==> config.mk <==
export PLATFORM = sky130hd
export DESIGN_NAME = updown_mod_counter_flat
export DESIGN_NICKNAME = d
export VERILOG_FILES = /design/src/rtl/updown_mod_counter_pkg.sv /design/src/rtl/updown_mod_counter_if.sv /design/src/rtl/updown_mod_counter_next.sv /design/src/rtl/updown_mod_counter.sv /design/src/flat_wrapper.sv
export SDC_FILE = /design/constraint.sdc
export NUM_CORES = 1
export LEC_CHECK = 0
export ABC_CLOCK_PERIOD_IN_PS = 2460
export CAP_MARGIN = 40
export CORE_AREA = 3 3 40 42
export DETAILED_ROUTE_END_ITERATION = 16
export DIE_AREA = 0 0 43 45
export DONT_BUFFER_PORTS = 1
export SLEW_MARGIN = 20
export SYNTH_ARGS = -nofsm -noshare
export SYNTH_HDL_FRONTEND = slang
export SYNTH_SLANG_ARGS = --single-unit
==> constraint.sdc <==
create_clock -name clk -period 2.46 [get_ports clk]
set_input_delay 0.246 -clock clk [delete_from_list [all_inputs] [get_ports clk]]
set_output_delay 0.246 -clock clk [all_outputs]
set_load 0.02 [all_outputs]
==> src/rtl/updown_mod_counter_pkg.sv <==
// Shared counter types: wrap/saturate mode selector for counters, timers and prescalers.
// Latency: n/a (type definitions only).
// Backpressure: n/a.
package counter_pkg;

   typedef enum logic {
      MODE_WRAP = 1'b0,
      MODE_SAT  = 1'b1
   } cnt_mode_e;

endpackage

==> src/rtl/updown_mod_counter_if.sv <==
// Control/status bundle of the up/down modulo counter.
// Latency: n/a (wires only); q/evt/ovf are registered in the counter, at_limit is combinational.
// Backpressure: none; the counter accepts its controls every cycle.
//   master: drives en, up, mode, load, load_val, clr_ovf; observes q, at_limit, evt, ovf
//   slave : the counter itself
interface updown_mod_counter_if
   import counter_pkg::*;
#(
   parameter int WIDTH = 4
) ();

   logic             en;
   logic             up;
   cnt_mode_e        mode;
   logic             load;
   logic [WIDTH-1:0] load_val;
   logic             clr_ovf;
   logic [WIDTH-1:0] q;
   logic             at_limit;
   logic             evt;
   logic             ovf;

   modport master (
      output en, up, mode, load, load_val, clr_ovf,
      input  q, at_limit, evt, ovf
   );

   modport slave (
      input  en, up, mode, load, load_val, clr_ovf,
      output q, at_limit, evt, ovf
   );

endinterface

==> src/rtl/updown_mod_counter_next.sv <==
// Next-count logic: one step up or down with wrap or saturate at 0 / max.
// Latency: purely combinational.
// Backpressure: none.
//   in : q (current count), up (direction), mode (wrap/sat), max (top count)
//   out: nxt (count after a step), bnd (q sits at the limit in the current direction)
module counter_next
   import counter_pkg::*;
#(
   parameter int WIDTH = 4
) (
   input  logic [WIDTH-1:0] q,
   input  logic             up,
   input  cnt_mode_e        mode,
   input  logic [WIDTH-1:0] max,
   output logic [WIDTH-1:0] nxt,
   output logic             bnd
);

   always_comb begin
      bnd = up ? (q == max) : (q == '0);
      nxt = q;
      if (bnd) begin
         // At the limit: wrap jumps to the opposite end, saturate holds.
         if (mode == MODE_WRAP) begin
            nxt = up ? '0 : max;
         end
      end else begin
         nxt = up ? (q + WIDTH'(1)) : (q - WIDTH'(1));
      end
   end

endmodule

==> src/rtl/updown_mod_counter.sv <==
// Up/down counter over 0..MODULUS-1 with load, enable, wrap/saturate, event pulse, sticky ovf.
// Latency: q/evt/ovf update one clock after the sampling edge; at_limit is combinational.
// Backpressure: none; controls are sampled every cycle with priority rst > load > en.
//   clk, rst (sync, active-high) plain ports; bus (slave modport) carries controls and status.
module updown_mod_counter
   import counter_pkg::*;
#(
   parameter int     WIDTH     = 4,
   parameter longint MODULUS   = 16,
   parameter longint RESET_VAL = 0
) (
   input  logic                 clk,
   input  logic                 rst,
   updown_mod_counter_if.slave  bus
);

   localparam longint           MOD_LIMIT = longint'(1) << WIDTH;
   localparam logic [WIDTH-1:0] MAX       = WIDTH'(MODULUS - 1);
   localparam logic [WIDTH-1:0] RST_Q     = WIDTH'(RESET_VAL);

   if (WIDTH < 1 || WIDTH > 32) begin : g_bad_width
      $error("updown_mod_counter: WIDTH must be 1..32");
   end
   if (MODULUS < 2 || MODULUS > MOD_LIMIT) begin : g_bad_modulus
      $error("updown_mod_counter: MODULUS must be 2..2**WIDTH");
   end
   if (RESET_VAL < 0 || RESET_VAL >= MODULUS) begin : g_bad_reset
      $error("updown_mod_counter: RESET_VAL must be below MODULUS");
   end

   logic [WIDTH-1:0] q_r;
   logic             evt_r;
   logic             ovf_r;
   logic [WIDTH-1:0] nxt;
   logic             bnd;
   logic             bnd_evt;
   logic [WIDTH-1:0] ld_clamped;

   counter_next #(
      .WIDTH (WIDTH)
   ) u_next (
      .q    (q_r),
      .up   (bus.up),
      .mode (bus.mode),
      .max  (MAX),
      .nxt  (nxt),
      .bnd  (bnd)
   );

   // With a full binary range every load_val is already legal, so the
   // compare is only built when it can actually clip something.
   if (MODULUS < MOD_LIMIT) begin : g_clamp
      assign ld_clamped = (bus.load_val > MAX) ? MAX : bus.load_val;
   end else begin : g_noclamp
      assign ld_clamped = bus.load_val;
   end

   // A load in the same cycle suppresses the boundary event entirely.
   assign bnd_evt = bus.en & ~bus.load & bnd;

   always_ff @(posedge clk) begin
      if (rst) begin
         q_r   <= RST_Q;
         evt_r <= 1'b0;
         ovf_r <= 1'b0;
      end else begin
         if (bus.load) begin
            q_r <= ld_clamped;
         end else if (bus.en) begin
            q_r <= nxt;
         end
         evt_r <= bnd_evt;
         // Event beats a simultaneous clear.
         ovf_r <= bnd_evt | (ovf_r & ~bus.clr_ovf);
      end
   end

   assign bus.q        = q_r;
   assign bus.at_limit = bnd;
   assign bus.evt      = evt_r;
   assign bus.ovf      = ovf_r;

endmodule

==> src/flat_wrapper.sv <==
// flat-port wrapper written by rule: the top's interface ports become plain ports
module updown_mod_counter_flat import counter_pkg::*;
#(
   parameter int     WIDTH     = 4,
   parameter longint MODULUS   = 16,
   parameter longint RESET_VAL = 0
)
  (clk, rst, bus_en, bus_up, bus_mode, bus_load, bus_load_val, bus_clr_ovf, bus_q, bus_at_limit, bus_evt, bus_ovf);
  updown_mod_counter_if #(.WIDTH(WIDTH)) bus_i ();
  input  logic clk;
  input  logic rst;
  input wire logic [$bits(bus_i.en)-1:0] bus_en;
  input wire logic [$bits(bus_i.up)-1:0] bus_up;
  input wire logic [$bits(bus_i.mode)-1:0] bus_mode;
  input wire logic [$bits(bus_i.load)-1:0] bus_load;
  input wire logic [$bits(bus_i.load_val)-1:0] bus_load_val;
  input wire logic [$bits(bus_i.clr_ovf)-1:0] bus_clr_ovf;
  output wire logic [$bits(bus_i.q)-1:0] bus_q;
  output wire logic [$bits(bus_i.at_limit)-1:0] bus_at_limit;
  output wire logic [$bits(bus_i.evt)-1:0] bus_evt;
  output wire logic [$bits(bus_i.ovf)-1:0] bus_ovf;
  assign bus_i.en = bus_en;
  assign bus_i.up = bus_up;
  assign bus_i.mode = bus_mode;
  assign bus_i.load = bus_load;
  assign bus_i.load_val = bus_load_val;
  assign bus_i.clr_ovf = bus_clr_ovf;
  assign bus_q = bus_i.q;
  assign bus_at_limit = bus_i.at_limit;
  assign bus_evt = bus_i.evt;
  assign bus_ovf = bus_i.ovf;
  updown_mod_counter #(.WIDTH(WIDTH), .MODULUS(MODULUS), .RESET_VAL(RESET_VAL)) u_core (.clk(clk), .rst(rst), .bus(bus_i));
endmodule
# Yosys cells after proc, flatten, opt, wreduce, memory -nomap -nowiden
# Cells that the tools add are included.
# classes
n_addsub	2
n_eq_ne	2
mux	7
n_bitwise	6
reduce_logical	3
# ops
operator	n
two-way mux 4 bit	6
adder 4 x 1 -> 4 bit (second input constant)	1
equality test 4 bit (second input constant)	1
logical NOT 4 bit	1
subtractor 4 x 1 -> 4 bit (second input constant)	1
bitwise AND 1 bit	3
!= test 3 bit (second input constant)	1
NOT 1 bit	2
AND reduction 2 bit	1
nonzero test 2 bit	1
two-way mux 1 bit	1
bitwise OR 1 bit	1
# totals
reg_bits	6
inputBits	11
output_inout_bits	7
elab_cells	23

# Logic depth before layout (Yosys ltp)
# Gate-level depths: netlist (run 1).
# depth
depth_word	5
depth_mapped	6
depth_no_buf	6

# By module
# From an unflattened synthesis (run 1), not the netlist that was laid out.
# hier_totals
cells_unflattened	57
area_unflattened_um2	518.0
# modules_own_cells
mod	instances	cells_each	area_per_inst_um2	seq_area_each_um2
counter_next	1	32	261.5	0.0
updown_mod_counter	1	25	256.5	120.1

# Least setup slack after synthesis (run 1)
# Ideal clock, no wire load.
# synth_path
path_type	flip-flop to flip-flop
start	register u_core.q_r[3], in the netlist u_core.bus.q[3]
end	register u_core.q_r[0], in the netlist u_core.bus.q[0]
t_arrival_ns	1.690
required_time_ns	2.320
setup_slack_ns	0.630
stages_incl_launch_ff	6
path_buffers	1
synth_period_minus_slack_ns	1.830
path_cell_list	dfxtp_1 > buf_6 > or4_4 > o31a_1 > a211oi_1 > a2111oi_2
# synth_between
elab_chain_cells	5
word_cells_on_any_way	8
classes_between	eq/ne: 2; mux: 4; reduce/logical: 2
# synth_rtl
item	line_no	source
start, declared	updown_mod_counter.sv:31	logic [WIDTH-1:0] q_r;
start signal, assigned	updown_mod_counter.sv:68	q_r <= ld_clamped;
start signal, assigned	updown_mod_counter.sv:70	q_r <= nxt;
equality test 4 bit / logical NOT 4 bit (equally long branches)	updown_mod_counter_next.sv:20	bnd = up ? (q == max) : (q == '0);
two-way mux 1 bit *	updown_mod_counter_next.sv:20	
two-way mux 4 bit	updown_mod_counter_next.sv:22	if (bnd) begin
two-way mux 4 bit	updown_mod_counter.sv:69	end else if (bus.en) begin
two-way mux 4 bit	updown_mod_counter.sv:67	if (bus.load) begin
# Mark *: on every way between the ends. The rest lies on a longest branch, timed or not. The select of a mux whose other input is x is not followed.
# A chain may end at the register's enable or synchronous reset.

# Worst setup path in the final report (run 1)
# layout_path
start	register u_core.q_r[0], in the netlist u_core.bus.q[0]
end	output port bus_at_limit
# layout_between
elab_chain_cells	2
word_cells_on_any_way	3
classes_between	eq/ne: 1; mux: 1; reduce/logical: 1
# layout_rtl
item	line_no	source
equality test 4 bit / logical NOT 4 bit (equally long branches)	updown_mod_counter_next.sv:20	
two-way mux 1 bit *	updown_mod_counter_next.sv:20	
end, declared	flat_wrapper.sv:19	output wire logic [$bits(bus_i.at_limit)-1:0] bus_at_limit;
# Mark *: on every way between the ends. The rest lies on a longest branch, timed or not.

==> impl_metrics.ini, run 1 <==
[job]
maxCapViolations = 0

[setup_path]
required_ns = 2.21
crit_end = bus_at_limit
r2r_slack_ns = 0.64
crit_buf_inv = 0
cpLargestDelayFamily = simple AND/OR/NAND/NOR gates
rr_endpoint = u_core.bus.q[0]$_SDFFE_PP0P_
cp-start-kind = flip-flop
path_depth = 3
critical_path.cell_chain = or4_4, nor2_1, or2_2
slowest_delay_ns = 0.57
r2r_cells = 4
crit_path_end_kind = primary output
r2r_start = u_core.bus.q[0]$_SDFFE_PP0P_
path_max_fanout = 7
cp_slowest_cell = or4_4
critical_path_class = reg2out
crit_arrival_ns = 1.68
crit_start = u_core.bus.q[0]$_SDFFE_PP0P_

[cells_and_area]
multi_input_area_um2 = 310.3
n_antenna_cell = 0
area_growth_pct = 7.278
seq_area_um2 = 120.1
layout_common_cells = a21oi_1 (7), dfxtp_1 (6), inv_1 (5)
final_area_um2 = 498.0
drive_above_1_share_pct = 16.07
fill_cells = 140
fin_nets = 72
layout.cells.most_common = a21oi_1

[route]
drt_iter0_drc = 2
drt-wirelength-per-cell_um = 13.28
remaining_drc_errors = 0
drt_wl_total_um = 943
dr.pass1.iters = 4
viasPerCell = 5.324
ant_nets = 0
via_count = 378

[timing]
max_freq_mhz = 519.5
finalHoldViolCount = 0
slew_viol_final = 0
setup_tns_ns = 0
rsz0062_at_grt = no
setup_viol = 0
clock_skew_ns = 0.005942
worst_slew_pin_slew_ns = 0.4060
period_needed_ns = 1.925
slew_headroom_pct = 72.89
final.period_utilization_pct = 78.25

[yosys]
ys_seq_area_share_pct = 25.88
synth_cell_types = 28
syn_area_um2 = 464.2
synth_warnings = 0
synth_fp_nets = 68
ys_ff_latch = 6
syn_avg_cell_area_um2 = 8.596
syn_inst = 54

[cts]
cts_tree = done
htree_levels = 1
cts_root_buf = clkbuf_4
cts_resized = 0
numCtsBuffers = 3
clk_latency_ns = 0.24
cts_setup_buffers = 0
cts_sinks = 6
cts.path.max_buffers = 2
holdBufCountCts = 0
clk_pin_slew_ns = 0.05

[die]
chipHeight_um = 45
io_pins = 18
die_w_um = 43
start_util_pct = 36.12
fp-row-count = 13
design.core.area_mm2 = 0.001285
die_area_mm2 = 0.001935

[global_route]
grt_antenna_before_repair = 0
grt_pass1_vias = 370
grt_overflow = 0
groute.usage.overall_pct = 11.66
grt_max_degree = 12
grt_pass1_wl_mm = 1.621

[placement]
gp_congestion = 0.7169
portBuffers = 0
placed_area_um2 = 475.5
dpl.hpwl_um = 736.6

[pwr]
power_density_mw_per_mm2 = 567.9
power_leakage_nw = 0.2222
peakVddDrop_mv = 0.1143

[status]
status = finished clean

[min_path]
hold_class = in2reg
## cells by family (layout without fill, tap and decap cells)
logic type / after synthesis / after routing / synth area share [%]
adder cells (fa/ha/maj): 3 / 3 / 9.703
AO/OA/AOI/OAI: 19 / 19 / 27.76
multiplexers: 2 / 2 / 4.313
AND/OR/NAND/NOR: 15 / 15 / 21.30
buffers and inverters: 7 / 9 / 7.277
XOR/XNOR: 2 / 2 / 3.774
flip-flops: 6 / 6 / 25.88
## flip-flops by register name, summed over array words and instances, names as in the netlist
name / count
u_core.bus.q: 4
u_core.bus.evt: 1
u_core.bus.ovf: 1
## worst min path at each step
stage,startpoint,end,depth (start not counted)
3_5_place_dp,rst,u_core.bus.ovf$_SDFF_PP0_,1
4_1_cts,rst,u_core.bus.ovf$_SDFF_PP0_,1
5_1_grt,rst,u_core.bus.ovf$_SDFF_PP0_,1
2_1_floorplan,rst,u_core.bus.ovf$_SDFF_PP0_,1
3_3_place_gp,rst,u_core.bus.ovf$_SDFF_PP0_,1
6_report,rst,u_core.bus.ovf$_SDFF_PP0_,1
## layer usage
layer  vias to the layer above  track usage, %  wire [µm]
met3                         0           4.781         92
met1                       156           13.01        434
met5                         -               0          0
met2                        19           16.77        416
li1                        203               -          -
met4                         0           10.84          0
## power by group
group / leakage, nW / switching (mW) / total (mW) / internal (mW)
combinational: 0.159 / 0.0339 / 0.0684 / 0.0346
sequential: 0.0496 / 0.0190 / 0.124 / 0.105
clock: 0.0138 / 0.0351 / 0.0903 / 0.0552
total: 0.222 / 0.0879 / 0.283 / 0.195
## stage by stage
stage / hold WS (ns) / instances / power (mW) / worst slack (ns) / util, %
final: 0.07094 / 71 / 0.2828 / 0.5350 / 38.75
after CTS: 0.06365 / 71 / 0.2856 / 0.5087 / 38.75
after global placement: 0.3164 / 68 / 0.1941 / 0.6790 / 37.00
after global routing: 0.06362 / 71 / 0.2995 / 0.3908 / 38.75
after detailed placement: 0.3188 / 68 / 0.1945 / 0.6274 / 37.00
after floorplan: 0.3151 / 54 / 0.1860 / 0.6300 / -
## synthesized netlist by cell type, drive strengths merged
master | count | area, µm²
fa | 1 | 20.02
a211oi | 2 | 15.01
a2111oi | 1 | 15.01
a31oi | 1 | 6.260
and2 | 1 | 7.510
o31ai | 2 | 15.01
ha | 2 | 25.02
or2 | 1 | 6.260
a21oi | 7 | 35.03
and4 | 1 | 8.760
nor4 | 1 | 6.260
nor2b | 3 | 18.77
or4 | 1 | 11.26
a21boi | 1 | 7.510
o31a | 1 | 8.760
nor2 | 2 | 7.510
mux2i | 2 | 20.02
a21o | 2 | 16.27
and4b | 1 | 10.01
nand3 | 2 | 10.01
o21ai | 2 | 10.01
nand2b | 2 | 12.51
inv | 5 | 18.77
buf | 1 | 11.26
dfxtp | 6 | 120.1
clkbuf | 1 | 3.750
xor2 | 2 | 17.52
## layout make-up
cell class                 instances  share of cell area [%]
multi-input combinational         41                   62.31
sequential                         6                   24.12
clock buffer                       3                   4.523
inverter                           5                   3.769
tap                               15                   3.769
timing repair buffer               1                   1.508
Note: power is estimated with default switching activity, not from simulation.
==> run 2: changes to the inputs <==
ABC_AREA = 1   (was default)
ABC_CLOCK_PERIOD_IN_PS = 1700   (was 2460)
clock period = 1.7 ns   (was 2.46 ns; I/O delays follow)
==> run 2 against run 1 <==
Net effect: synthesized cell count grew 37%; global-route usage is 0.45 points higher; via count grew 21%; clock power up 53%; routed wire length increased by 8.0%; register-to-register slack lost 0.30 ns; critical path type is now reg2reg; worst setup slack got worse by 0.20 ns; clock-buffer cell count is the same.
==> impl_metrics.ini, run 2 <==
[status]
status = finished clean

[yosys]
synthFlopType = dfxtp_1
ys_seq_area_share_pct = 24.49
synth_fp_nets = 88
syn_area_um2 = 490.5
synth_edf_count = 0
synth.most_common_cell = nand2_1
synth_cell_types = 21
yosys.area_share.simple_pct = 46.17
synth_compound_area_share_pct = 7.908
synth_warnings = 0
synth_xor_area_share_pct = 5.357
syn_inst = 74
netlist_top_cells_area = dfxtp_1 (24%), nand2_1 (15%), nor2_1 (11%), inv_1 (5.4%), ha_1 (5.1%)
synth_common_cells = nand2_1 (20), nor2_1 (15), inv_1 (7)
synth_area_leader_cell = dfxtp_1
synthMuxAreaShare_pct = 0
async_flop_share_pct = 0
ys_ff_latch = 6
synth_top_cell_area_share_pct = 24.49
synth_top_family_by_area = simple AND/OR/NAND/NOR gates
synth_fa_ha_area_share_pct = 9.184
syn_avg_cell_area_um2 = 6.628

[placement]
portBuffers = 0
gp_congestion = 0.7946
placed_area_um2 = 539.3
dpl.hpwl_um = 823

[global_route]
grt_pass1_vias = 446
grt_antenna_before_repair = 0
grt_max_degree = 8
grt_pass1_wl_mm = 1.731
grt_overflow = 0
groute.usage.overall_pct = 12.10

[timing]
finalHoldViolCount = 0
slew_viol_final = 0
slew_headroom_pct = 81.68
max_freq_mhz = 733.8
rsz0062_at_grt = no
setup_tns_ns = 0
setup_viol = 0
worst_slew_pin_slew_ns = 0.2744
holdWs_ns = 0.07023
final.period_utilization_pct = 80.16
period_needed_ns = 1.363
clock_skew_ns = 0.002109

[die]
io_pins = 18
die_area_mm2 = 0.001935
die_w_um = 43
design.core.area_mm2 = 0.001285
start_util_pct = 38.17
fp-row-count = 13
chipHeight_um = 45

[setup_path]
crit_path_end_kind = flip-flop
r2r_cells = 7
r2r_slack_ns = 0.34
path_max_fanout = 7
required_ns = 1.85
crit_arrival_ns = 1.51
cp-start-kind = flip-flop
critical_path_class = reg2reg
r2r_start = u_core.bus.q[0]$_SDFFE_PP0P_
rr_endpoint = u_core.bus.q[1]$_SDFFE_PP0P_

[route]
drt-wirelength-per-cell_um = 10.49
viasPerCell = 4.722
ant_nets = 0
drt_wl_total_mm = 1.018
via_count = 458
drt_iter0_drc = 5
dr.pass1.iters = 4
remaining_drc_errors = 0

[pwr]
power_density_mw_per_mm2 = 797.9
power_leakage_nw = 0.3075
total_power_mw = 0.4563
peakVddDrop_mv = 0.3957

[cells_and_area]
largest_reg_flops = 4
fin_nets = 98
final_area_um2 = 571.8
fill_cells = 147
area_growth_pct = 16.58
layout_common_cells = nand2_1 (20), nor2_1 (15), inv_1 (7)
n_antenna_cell = 0
drive_above_1_share_pct = 21.95
layout.cells.most_common = nand2_1

[cts]
cts_root_buf = clkbuf_4
cts_sinks = 6
cts_tree = done
cts_resized = 0
htree_levels = 1
numCtsBuffers = 3
cts_setup_buffers = 0
cts.path.max_buffers = 2
clk_latency_ns = 0.25
clk_pin_slew_ns = 0.05

[job]
maxCapViolations = 0

[min_path]
min_to = u_core.bus.q[2]$_SDFFE_PP0P_
min_path_cells = 3
hold_class = in2reg
hp-start = rst
==> run 2: cell type report <==
cell class              count  area [µm²]  area share, %
flip-flops and latches      6       120.1          21.01
multi-input cells          59       336.6          58.86
repair buffers              5       40.04          7.002
well taps                  15       18.77          3.282
inverters                   9       33.78          5.908
clock buffers               3       22.52          3.939
==> run 2: per-layer routing <==
layer	routed length (µm)	track usage, %	vias up
met1	479	13.59	192
met5	0	0	-
met3	61	2.789	5
met2	440	20.06	15
li1	-	-	246
met4	36	9.036	0
==> run 2: kinds of logic (layout without fill, tap and decap cells) <==
family          Yosys count  after routing
xor+xnor                  3              3
buf+inv                   9             17
simple gates             48             48
fa+ha+maj                 3              3
compound gates            5              5
flops                     6              6
==> run 2: what timing repair did <==
action	4_1_cts	5_1_grt
hold buffers	1	0
hold endpoints to repair	2	0
setup endpoints to repair	0	0
==> run 2: worst max-delay path by stage <==
stage                                 start                      endpoint  slack (ns)  depth (start not counted)
2_1_floorplan  u_core.bus.q[2]$_SDFFE_PP0P_  u_core.bus.q[3]$_SDFFE_PP0P_        0.31                          7
3_3_place_gp   u_core.bus.q[0]$_SDFFE_PP0P_  u_core.bus.q[1]$_SDFFE_PP0P_        0.36                          7
3_5_place_dp   u_core.bus.q[0]$_SDFFE_PP0P_  u_core.bus.q[1]$_SDFFE_PP0P_        0.34                          7
4_1_cts        u_core.bus.q[0]$_SDFFE_PP0P_  u_core.bus.q[2]$_SDFFE_PP0P_        0.34                          6
5_1_grt        u_core.bus.q[0]$_SDFFE_PP0P_  u_core.bus.q[1]$_SDFFE_PP0P_        0.25                          7
6_report       u_core.bus.q[0]$_SDFFE_PP0P_  u_core.bus.q[1]$_SDFFE_PP0P_        0.34                          7
==> run 2: power by group <==
group          leakage, nW  internal (mW)  switching (mW)  total (mW)
clock               0.0138         0.0803          0.0578       0.138
sequential          0.0496          0.152          0.0179       0.170
combinational        0.244         0.0605          0.0875       0.148
total                0.307          0.293           0.163       0.456
==> run 2: stage by stage <==
stage / setup slack, ns / utilization, % / cells
finish: 0.3373 / 44.50 / 97
global route: 0.2455 / 44.50 / 97
CTS: 0.3365 / 44.50 / 97
detailed placement: 0.3443 / 41.97 / 93
global placement: 0.3563 / 41.97 / 93
floorplan: 0.3134 / - / 74
==> run 2: critical path, stage by stage, from the launching register on <==
cell	delay [ns]
dfxtp_1	0.47
fa_1	0.46
nand2_1	0.08
nand2_1	0.05
nand2_1	0.05
nand2_1	0.04
nand2_1	0.07
nor2_2	0.03
